$ cat config.mk
export PLATFORM = sky130hd
export DESIGN_NAME = i2c_deglitch_sync
export DESIGN_NICKNAME = d
export VERILOG_FILES = /design/src/rtl/i2c_deglitch_sync.sv
export SDC_FILE = /design/constraint.sdc
export NUM_CORES = 1
export LEC_CHECK = 0
export ABC_AREA = 0
export CAP_MARGIN = 20
export CORE_MARGIN = 2
export CORE_UTILIZATION = 31
export CTS_CLUSTER_SIZE = 40
export DETAILED_ROUTE_END_ITERATION = 12
export SETUP_SLACK_MARGIN = 0.4
export SYNTH_ARGS = -nofsm -noshare
export SYNTH_HDL_FRONTEND = slang
export SYNTH_SLANG_ARGS = --single-unit
$ cat constraint.sdc
create_clock -name i_clk -period 3.1 [get_ports i_clk]
set_clock_uncertainty 0.05 [all_clocks]
set_input_delay 0.465 -clock i_clk [delete_from_list [all_inputs] [get_ports i_clk]]
set_output_delay 0.465 -clock i_clk [all_outputs]
set_load 0.005 [all_outputs]
$ cat src/rtl/i2c_deglitch_sync.sv
// i2c_deglitch_sync
// Multi-channel glitch filter for I2C pad inputs (SCL = bit 0, SDA = bit 1).
// Each channel is synchronised through SYNC_STAGES flops (legal range 2..4),
// then a persistence counter lets a level change reach o_out only after it
// has held for L = max(i_flt_len, 1) clocks. Rejected pulses raise o_glitch,
// accepted changes raise o_rise / o_fall in the first cycle o_out shows them.
// i_byp skips qualification: o_out follows the synchronised input directly.
module i2c_deglitch_sync #(
    parameter int NCH         = 2,
    parameter int SYNC_STAGES = 2,
    parameter int CNT_W       = 4
) (
    input  logic             i_clk,
    input  logic             i_rst,
    input  logic [NCH-1:0]   i_in,
    input  logic             i_byp,
    input  logic [CNT_W-1:0] i_flt_len,
    output logic [NCH-1:0]   o_out,
    output logic [NCH-1:0]   o_rise,
    output logic [NCH-1:0]   o_fall,
    output logic [NCH-1:0]   o_glitch
);

    logic [SYNC_STAGES-1:0] r_sync [NCH];
    logic [CNT_W-1:0]       r_cnt  [NCH];
    logic [NCH-1:0]         r_out;
    logic [NCH-1:0]         r_rise;
    logic [NCH-1:0]         r_fall;
    logic [NCH-1:0]         r_glitch;

    logic [NCH-1:0]         w_s;
    logic [CNT_W-1:0]       w_len_m1;
    logic [CNT_W-1:0]       w_cnt_nxt [NCH];
    logic [NCH-1:0]         w_out_nxt;
    logic [NCH-1:0]         w_rise_nxt;
    logic [NCH-1:0]         w_fall_nxt;
    logic [NCH-1:0]         w_glitch_nxt;

    // Terminal count L-1; a programmed length of 0 behaves like 1.
    assign w_len_m1 = (i_flt_len == '0) ? '0 : (i_flt_len - 1'b1);

    // Synchronisers reset high because the I2C bus idles high.
    always_ff @(posedge i_clk or posedge i_rst) begin
        if (i_rst) begin
            for (int i = 0; i < NCH; i++) begin
                r_sync[i] <= '1;
            end
        end else begin
            for (int i = 0; i < NCH; i++) begin
                r_sync[i] <= {r_sync[i][SYNC_STAGES-2:0], i_in[i]};
            end
        end
    end

    // Last synchroniser stage is the clean per-channel sample.
    always_comb begin
        w_s = '0;
        for (int i = 0; i < NCH; i++) begin
            w_s[i] = r_sync[i][SYNC_STAGES-1];
        end
    end

    // Per-channel qualification: commit, count, or report a rejected pulse.
    always_comb begin
        w_out_nxt    = r_out;
        w_rise_nxt   = '0;
        w_fall_nxt   = '0;
        w_glitch_nxt = '0;
        for (int i = 0; i < NCH; i++) begin
            w_cnt_nxt[i] = r_cnt[i];
            if (i_byp) begin
                // Pending counts are dropped silently; no glitch in bypass.
                w_out_nxt[i]  = w_s[i];
                w_cnt_nxt[i]  = '0;
                w_rise_nxt[i] = w_s[i] & ~r_out[i];
                w_fall_nxt[i] = ~w_s[i] & r_out[i];
            end else if (w_s[i] != r_out[i]) begin
                if (r_cnt[i] >= w_len_m1) begin
                    w_out_nxt[i]  = w_s[i];
                    w_cnt_nxt[i]  = '0;
                    w_rise_nxt[i] = w_s[i];
                    w_fall_nxt[i] = ~w_s[i];
                end else begin
                    // Cannot wrap: the commit branch fires at L-1 at the latest.
                    w_cnt_nxt[i] = r_cnt[i] + 1'b1;
                end
            end else if (r_cnt[i] != '0) begin
                w_cnt_nxt[i]    = '0;
                w_glitch_nxt[i] = 1'b1;
            end
        end
    end

    // Filter state and registered strobes.
    always_ff @(posedge i_clk or posedge i_rst) begin
        if (i_rst) begin
            for (int i = 0; i < NCH; i++) begin
                r_cnt[i] <= '0;
            end
            r_out    <= '1;
            r_rise   <= '0;
            r_fall   <= '0;
            r_glitch <= '0;
        end else begin
            for (int i = 0; i < NCH; i++) begin
                r_cnt[i] <= w_cnt_nxt[i];
            end
            r_out    <= w_out_nxt;
            r_rise   <= w_rise_nxt;
            r_fall   <= w_fall_nxt;
            r_glitch <= w_glitch_nxt;
        end
    end

    assign o_out    = r_out;
    assign o_rise   = r_rise;
    assign o_fall   = r_fall;
    assign o_glitch = r_glitch;

endmodule

==> results of run 1 <==
-- cell usage after synthesis (2+ instances only) --
cell,n,area [µm²]
sky130_fd_sc_hd__ha_1,16,200
sky130_fd_sc_hd__dfrtp_1,14,350
sky130_fd_sc_hd__inv_1,11,41.3
sky130_fd_sc_hd__dfstp_2,6,158
sky130_fd_sc_hd__nand3_1,6,30.0
sky130_fd_sc_hd__a21oi_1,5,25.0
sky130_fd_sc_hd__nor2_1,5,18.8
sky130_fd_sc_hd__nor3_1,4,20.0
sky130_fd_sc_hd__nor3b_1,4,30.0
sky130_fd_sc_hd__nor4_1,4,25.0
sky130_fd_sc_hd__a22o_1,2,17.5
sky130_fd_sc_hd__a32o_1,2,20.0
sky130_fd_sc_hd__nand2_1,2,7.51
sky130_fd_sc_hd__nand3b_1,2,15.0
sky130_fd_sc_hd__nor2b_1,2,12.5
sky130_fd_sc_hd__nor3b_2,2,25.0
sky130_fd_sc_hd__o2111ai_1,2,17.5
sky130_fd_sc_hd__o211ai_1,2,15.0
sky130_fd_sc_hd__o21ai_1,2,10.0
sky130_fd_sc_hd__o41ai_1,2,17.5
sky130_fd_sc_hd__xnor2_1,2,17.5
sky130_fd_sc_hd__xor2_1,2,17.5
-- worst register-to-register path: cells and delay by family, from the launching register on --
kind	cells	cell delay (ns)
AOI/OAI and AO/OA	1	0.10
adders and majority gates	1	0.46
buffers and inverters	1	0.05
DFF	1	0.58
and+or+nand+nor	2	0.50
-- final cells by class --
class | count | area [µm²]
repair buffers | 16 | 160
well taps | 48 | 60.1
flip-flops and latches | 20 | 508
fillers | 364 | 2220
clock buffers | 3 | 41.3
multi-input cells | 78 | 632
inverters | 11 | 41.3
-- layer usage --
| metal | vias up | global-route usage, % | wire (µm) |
|---|---|---|---|
| li1 | 450 | - | - |
| met1 | 429 | 16.2 | 1110 |
| met2 | 19 | 19.2 | 994 |
| met3 | 5 | 2.39 | 119 |
| met4 | 0 | 6.51 | 48 |
| met5 | - | 0 | 0 |
-- logic make-up (layout without fill, tap and decap cells) --
logic type	after synthesis	after routing	share of synthesized area (%)
compound gates	22	22	14.6
buf+inv	14	30	4.53
simple gates	36	36	18.2
fa+ha+maj	16	16	16.9
flops	20	20	42.8
xor+xnor	4	4	2.95
-- placed cells by master, fill, tap and decap left out, drive strengths merged, types with 2 or more instances in the layout --
cell,synthesis,layout
a21oi,5,5
nor3,4,4
o41ai,2,2
inv,11,11
nor2b,2,2
nor4,4,4
a22o,2,2
clkdlybuf4s50,0,16
a32o,2,2
dfstp,6,6
o211ai,3,3
ha,16,16
xnor2,2,2
nand3,6,6
o21ai,2,2
dfrtp,14,14
nor2,5,5
xor2,2,2
o2111ai,2,2
nand2,2,2
clkbuf,1,3
nor3b,6,6
nand3b,2,2
-- state kept, by name, summed over array words and instances (netlist names) --
| signal | cells |
|---|---|
| o_glitch | 2 |
| o_fall | 2 |
| r_sync | 4 |
| r_cnt | 8 |
| o_rise | 2 |
| o_out | 2 |
-- worst max path at each step --
stage	from	to	slack (ns)	depth (start not counted)
after global routing	i_flt_len[1]	r_cnt[5]	0.40	8
final	i_flt_len[1]	r_cnt[5]	0.62	8
after floorplan	i_flt_len[1]	o_out[0]	0.98	7
after global placement	i_flt_len[1]	o_out[0]	0.40	8
after detailed placement	i_flt_len[1]	r_cnt[5]	0.35	8
after CTS	i_flt_len[1]	r_cnt[5]	0.61	8
-- power by group through the flow --
stage          Clock (mW)  Sequential [mW]  Combinational (mW)
2_1_floorplan           0            0.335               0.162
3_3_place_gp            0            0.340               0.241
3_5_place_dp            0            0.340               0.248
4_1_cts             0.173            0.336               0.249
5_1_grt             0.181            0.344               0.287
6_report            0.165            0.337               0.250
==> metrics list, run 1 <==
- In this run the post-CTS setup repair buffer count came out at 0.
- Of all nets on the critical path, the largest fanout is 5.
- The flow ran to the end, and the final reports show no timing, DRC or antenna violations.
- The routed design has 2270 µm of wire.
- Data required time of the critical path: 3.19 ns
- Clk network pwr share: 22.0%
- Setup slack on the worst reg-to-reg path comes out at 1.28 ns.
- After routing the design area is 1440 µm².
- Hold Violations, Final: 0
- Cell Area, Synth: 1190 µm²
* Share of power burned in registers: 44.8%
- N_diodes: 0
* Initial antenna violation count: 0
- In this run the core area contains 22 standard-cell rows.
* Type of the setup path with the least slack: in2reg
- Post-placement cell area: 1390 µm²
* Boundary pin count: 17
- The worst setup path is captured at a flip-flop.
- Clock root cell: sky130_fd_sc_hd__clkbuf_8
- YS warnings: 0
* Reg2Reg Depth: 5
- Highest ir drop seen on vdd: 0.246 mV
- Worst skew pair latency: 0.25 ns
- The worst hold path begins at r_sync[0].
- The worst hold path belongs to the class reg2reg.
- Worst-case hold path end point: r_sync[1]
* Actual slew at the worst max-slew pin: 0.737 ns
- Sequential cells were found to cover 42.8% of the synthesized design area.
- Wire length of the first global-routing pass: 4150 µm
- Vertical extent of the die: 65.9 µm
* Number of buffer and inverter stages on the critical path: 1
- STA classifies the critical path startpoint as an input pin.
- Number of synthesized flops with an enable pin: 0
* DRT Pass-1 Iters: 4
- Horiz. Die Dim: 65.9 µm
- Worst setup margin: 0.618 ns
- Clock slew at the register clock pins of the worst setup and hold paths: 0.07 ns
- The routed layout has 903 vias.
- On the worst path, the slowest cell contributes a delay of 0.46 ns.
- The most used flip-flop cell after synthesis is sky130_fd_sc_hd__dfrtp_1.
- Hold slack final: 0.306 ns
* Area added between synthesis and finish: 21.6%
- After synthesis, the share of flip-flops with an asynchronous set or reset is 100%.
- Fmax: 0.403 GHz
* Drt initial violations: 18
* Final net count: 155
- Overall fraction of global-route tracks in use: 12.4%
* Power per Cell Area: 521 nW/µm²
* Setup slack at placement: 0.350 ns
* Static Leakage: 0.623 nW
- Data arrival time of the critical path: 2.57 ns
* Cells on Worst Hold Path: 0
- Reported net switching power: 0.240 mW
- Max Buffers Root-to-Sink: 2
- Final cell utilization of the core: 39.4%
- Critical R2R Capture: o_out[0]
- Slowest cell on crit path: sky130_fd_sc_hd__clkdlybuf4s50_1
- Vias in the first global route: 924
* Total Neg Setup Slack: 0 ns
* Total placed cells including tap cells: 173
- Post-layout minimum cycle time: 2.48 ns
* Final Non-Filler Cells: 176
- The final critical path takes up 80.1% of the cycle.
* Max cap viols: 0
- TritonCTS created 3 clock buffers.
- Gates resized during post-CTS repair numbered 0.
- Switching Share: 32.0%
- In the final routed layout, each cell accounts on average for 12.9 µm.
* Die Outline Area: 4340 µm²
- In this run, synthesis produced a sequential element count of 20.
- Detailed placement finished with a half-perimeter wire length of 1730 µm.
- Last weighted congestion value of the routability-driven placer: 0.769
- Setup violations remaining at the end of the flow were counted as 0.
- The cell that appears most often on the critical path is sky130_fd_sc_hd__a21oi_1.
- Power comes to 0.752 mW.
- Cell family contributing the most delay on the critical path: compound AO/OA/AOI/OAI gates
- Cell internal power was estimated by the tool at 0.511 mW.
- Average instance area after synthesis: 10.6 µm²
- Synthesis instantiated 35 different standard cells from the library.
* Synthesized net count: 137
- Setup repair after global routing left no endpoint under its margin.
- Total DRC errors in the routed layout: 0
- In this run the number of H-tree levels came out at 1.
* Clock tree from TritonCTS: yes
* Via count normalized by instance count: 5.13
- After floorplanning, the core was sized to cover 3660 µm².
* Synthesized instance count: 112
- The count of pins over their slew limit is 0.
* Remaining global-route overflow: 0
- Of the cells placed in the final design, the portion with a size suffix greater than 1 is 10.9%.
- Sequence of cells on the critical path: clkdlybuf4s50_1 -> or2_2 -> nor3b_1 -> a21oi_1 -> ha_1 -> a21oi_1 -> o21ai_1 -> o41ai_1
- Combinational logic is responsible for 33.2% of the overall power.
* Worst flop-to-flop path startpoint: o_out[0]
- Largest net degree at the start of global routing: 21
* Final antenna-violating net count: 0
* Number of buffers added on ports: 16
- Max-slew headroom at the worst pin: 50.8%
- Initial core utilization: 32.4%
- For this design, the CTS-stage hold fixing added 0 buffers.
- For this design, the sink count on the clock tree is 20.
Note: power is estimated with default switching activity, not from simulation.
==> run 2, diff against run 1 <==
==> constraint.sdc (replaced) <==
create_clock -name i_clk -period 2.58 [get_ports i_clk]
set_clock_uncertainty 0.05 [all_clocks]
set_input_delay 0.387 -clock i_clk [delete_from_list [all_inputs] [get_ports i_clk]]
set_output_delay 0.387 -clock i_clk [all_outputs]
set_load 0.005 [all_outputs]
==> run 2 against run 1 <==
Critical path depth rose by 1. Via count rose by 5.0%. Total power rose by 31%. Sequential share of layout area fell by 3.3 points. Register-to-register slack got worse by 0.51 ns. Flip-flop and latch count did not move. Hold slack improved by 0.0015 ns. Combinational power rose by 40%. Clock-buffer cell count rose by 1. Wire length rose by 11%. Core utilization rose by 4.0 points.
==> metrics list, run 2 (synthesis gave the netlist of run 1 again) <==
* Core Footprint: 3660 µm² (unchanged)
* Post-placement cell area: 1440 µm² (+3.2%)
* Biggest registers after layout: r_cnt: 8 flops, r_sync: 4 flops
* Sum of routed wire length over all layers: 2520 µm (+11%)
- The first-iteration detailed-routing DRC count is 8 (-10).
* Final Power: 0.987 mW (+31%)
* Initial core utilization: 32.4% (unchanged)
- Fmax: 0.485 GHz
- Hold Violations, Final: 0 (unchanged)
- Actual slew at the worst max-slew pin: 0.753 ns (+0.0162 ns)
- Remaining global-route overflow: 0 (unchanged)
- Result of the run: completed
- The count of TritonRoute iterations in the first routing pass is 4 (unchanged).
* Hold-fix buffers, CTS: 0 (unchanged)
- The insertion delay of the later-clocked pin in the worst-skew pair is 0.25 ns (about the same).
- Setup repair after global routing left no endpoint under its margin.
- The post-route antenna net violation count came to 0 (unchanged).
- The largest driver fanout on the critical path came to 3 (-2).
* Boundary pin count: 17 (unchanged)
- The flip-flop count of the largest register after layout came to 8 (unchanged).
- Critical Path Start Type: input pin
- The relative max-transition margin came to 49.8% (-1.1 points).
- The clock net sink count was 20 (unchanged).
* Final count of pins violating max slew: 0 (unchanged)
- Most used cells in the layout excluding fill and tap cells: sky130_fd_sc_hd__ha_1, sky130_fd_sc_hd__dfrtp_1, sky130_fd_sc_hd__clkdlybuf4s50_1
- Max cap viols: 0 (unchanged)
- The number of CTS-inserted buffers came to 3 (unchanged).
- For the finished layout, the period the worst path requires is 2.06 ns.
- The path class of the tightest hold or removal check is reg2reg.
- Initial antenna violation count: 0 (unchanged)
* Final cell utilization of the core: 43.4% (+4.0 points)
- Via count normalized by instance count: 5.07 (-1.2%)
- Maximum level of the CTS H-tree: 1 (unchanged)
* Type of the setup path with the least slack: in2reg
- The final setup violation count came to 0 (unchanged).
- The ratio of total power to cell area was 621 nW/µm² (+19%).
* Max Buffers Root-to-Sink: 2 (unchanged)
* Static Leakage: 0.696 nW (+12%)
* Data arrival time of the critical path: 2.21 ns (-0.36 ns)
* Vias after detailed routing: 948 (+5.0%)
- TritonCTS built the clock tree.
- The library cell used most frequently in the layout, excluding fill and tap cells, is sky130_fd_sc_hd__ha_1.
* Last weighted congestion value of the routability-driven placer: 0.781 (+1.6%)
* Category of the worst setup path capture point: flip-flop
* Post-DP HPWL: 1870 µm (+8.0%)
* Die Outline Area: 4340 µm² (unchanged)
- The average routed wire per standard cell is 13.5 µm (+4.2%).
- Design area: 1590 µm² (+10%)
* Wire length of the first global-routing pass: 4510 µm (+8.7%)
- Placement Rows: 22 (unchanged)
- Register with the most flip-flops: r_cnt
- The horizontal die dimension was 65.9 µm (unchanged).
- The share of final-layout standard cells stronger than drive strength 1 came to 25.2% (+14 points).
- Area added between synthesis and finish: 34.1%
- Highest ir drop seen on vdd: 0.421 mV (+71%)
- The sum of negative setup slack came to 0 ns (unchanged).
- Vias in the first global route: 995 (+7.7%)
- Largest net degree at the start of global routing: 21 (unchanged)
- Final net count: 165 (+6.5%)
- The port buffer count came to 16 (unchanged).
* N_diodes: 0 (unchanged)
- The overall global routing resource usage is 13.3% (+0.89 points).
- The clock slew at the register clock pins of the worst setup and hold paths was 0.07 ns (about the same).
- Fill cell count: 356 (-2.2%)
- Period utilization: 80.0%
* Vertical extent of the die: 65.9 µm (unchanged)
* Clock root cell: sky130_fd_sc_hd__clkbuf_8
- Total DRC errors in the routed layout: 0 (unchanged)
* Data required time of the critical path: 2.72 ns (-0.47 ns)
-- run 2: where the power goes --
| group | internal [mW] | switching (mW) | leakage, nW |
|---|---|---|---|
| clock network | 0.135 | 0.0986 | 0.0288 |
| registers | 0.363 | 0.0407 | 0.254 |
| logic | 0.174 | 0.175 | 0.413 |
| total | 0.673 | 0.314 | 0.696 |
-- run 2: cell type report --
type	count	area [µm²]	area share (%)
clock buffer	4	55.1	3.46
inverter	11	41.3	2.60
multi-input combinational	78	696	43.7
sequential	20	508	31.9
tap	48	60.1	3.78
timing repair buffer	26	230	14.5
-- run 2: path summary, 6_finish.rpt --
path | from | end | slack (ns) | cells past startpoint
setup / recovery | i_flt_len[1] | o_out[1] | 0.52 | 9
hold / removal | r_sync[2] | r_sync[3] | 0.31 | 0
setup reg to reg | o_out[0] | o_out[0] | 0.77 | 5
hold reg to reg | r_sync[2] | r_sync[3] | 0.31 | 0
max in group asynchronous | i_rst | o_fall[0] | 1.50 | 2
min in group asynchronous | i_rst | o_rise[1] | 0.51 | 2
-- run 2: critical path, cell delays in order --
cell and delay (ns):
sky130_fd_sc_hd__dlygate4sd2_1 0.25, sky130_fd_sc_hd__or2_4 0.24, sky130_fd_sc_hd__nor3b_2 0.20, sky130_fd_sc_hd__a21oi_2 0.06, sky130_fd_sc_hd__ha_1 0.29, sky130_fd_sc_hd__o211ai_1 0.12
sky130_fd_sc_hd__buf_4 0.16, sky130_fd_sc_hd__or4_1 0.39, sky130_fd_sc_hd__nand3_1 0.09
-- run 2: per-layer routing --
layer  GRT usage [%]  wire (µm)
met1            17.3       1140
met2            22.5       1280
met3            2.21         82
met4            3.91         16
met5               0          0
-- run 2: what timing repair did --
item | 4_1_cts | 5_1_grt
endpoints found under the hold margin | 0 | 0
pin swaps | 5 | 3
setup buffers | 1 | 3
setup endpoints to repair | 12 | 11
resized for setup | 12 | 8
-- run 2: stage by stage --
step / hold slack, ns / setup WS, ns / cells
floorplan: 0.295 / 0.542 / 112
global placement: 0.297 / 0.0504 / 179
detailed placement: 0.298 / -0.0166 / 179
CTS: 0.309 / 0.407 / 184
global route: 0.313 / 0.438 / 187
finish: 0.308 / 0.516 / 187
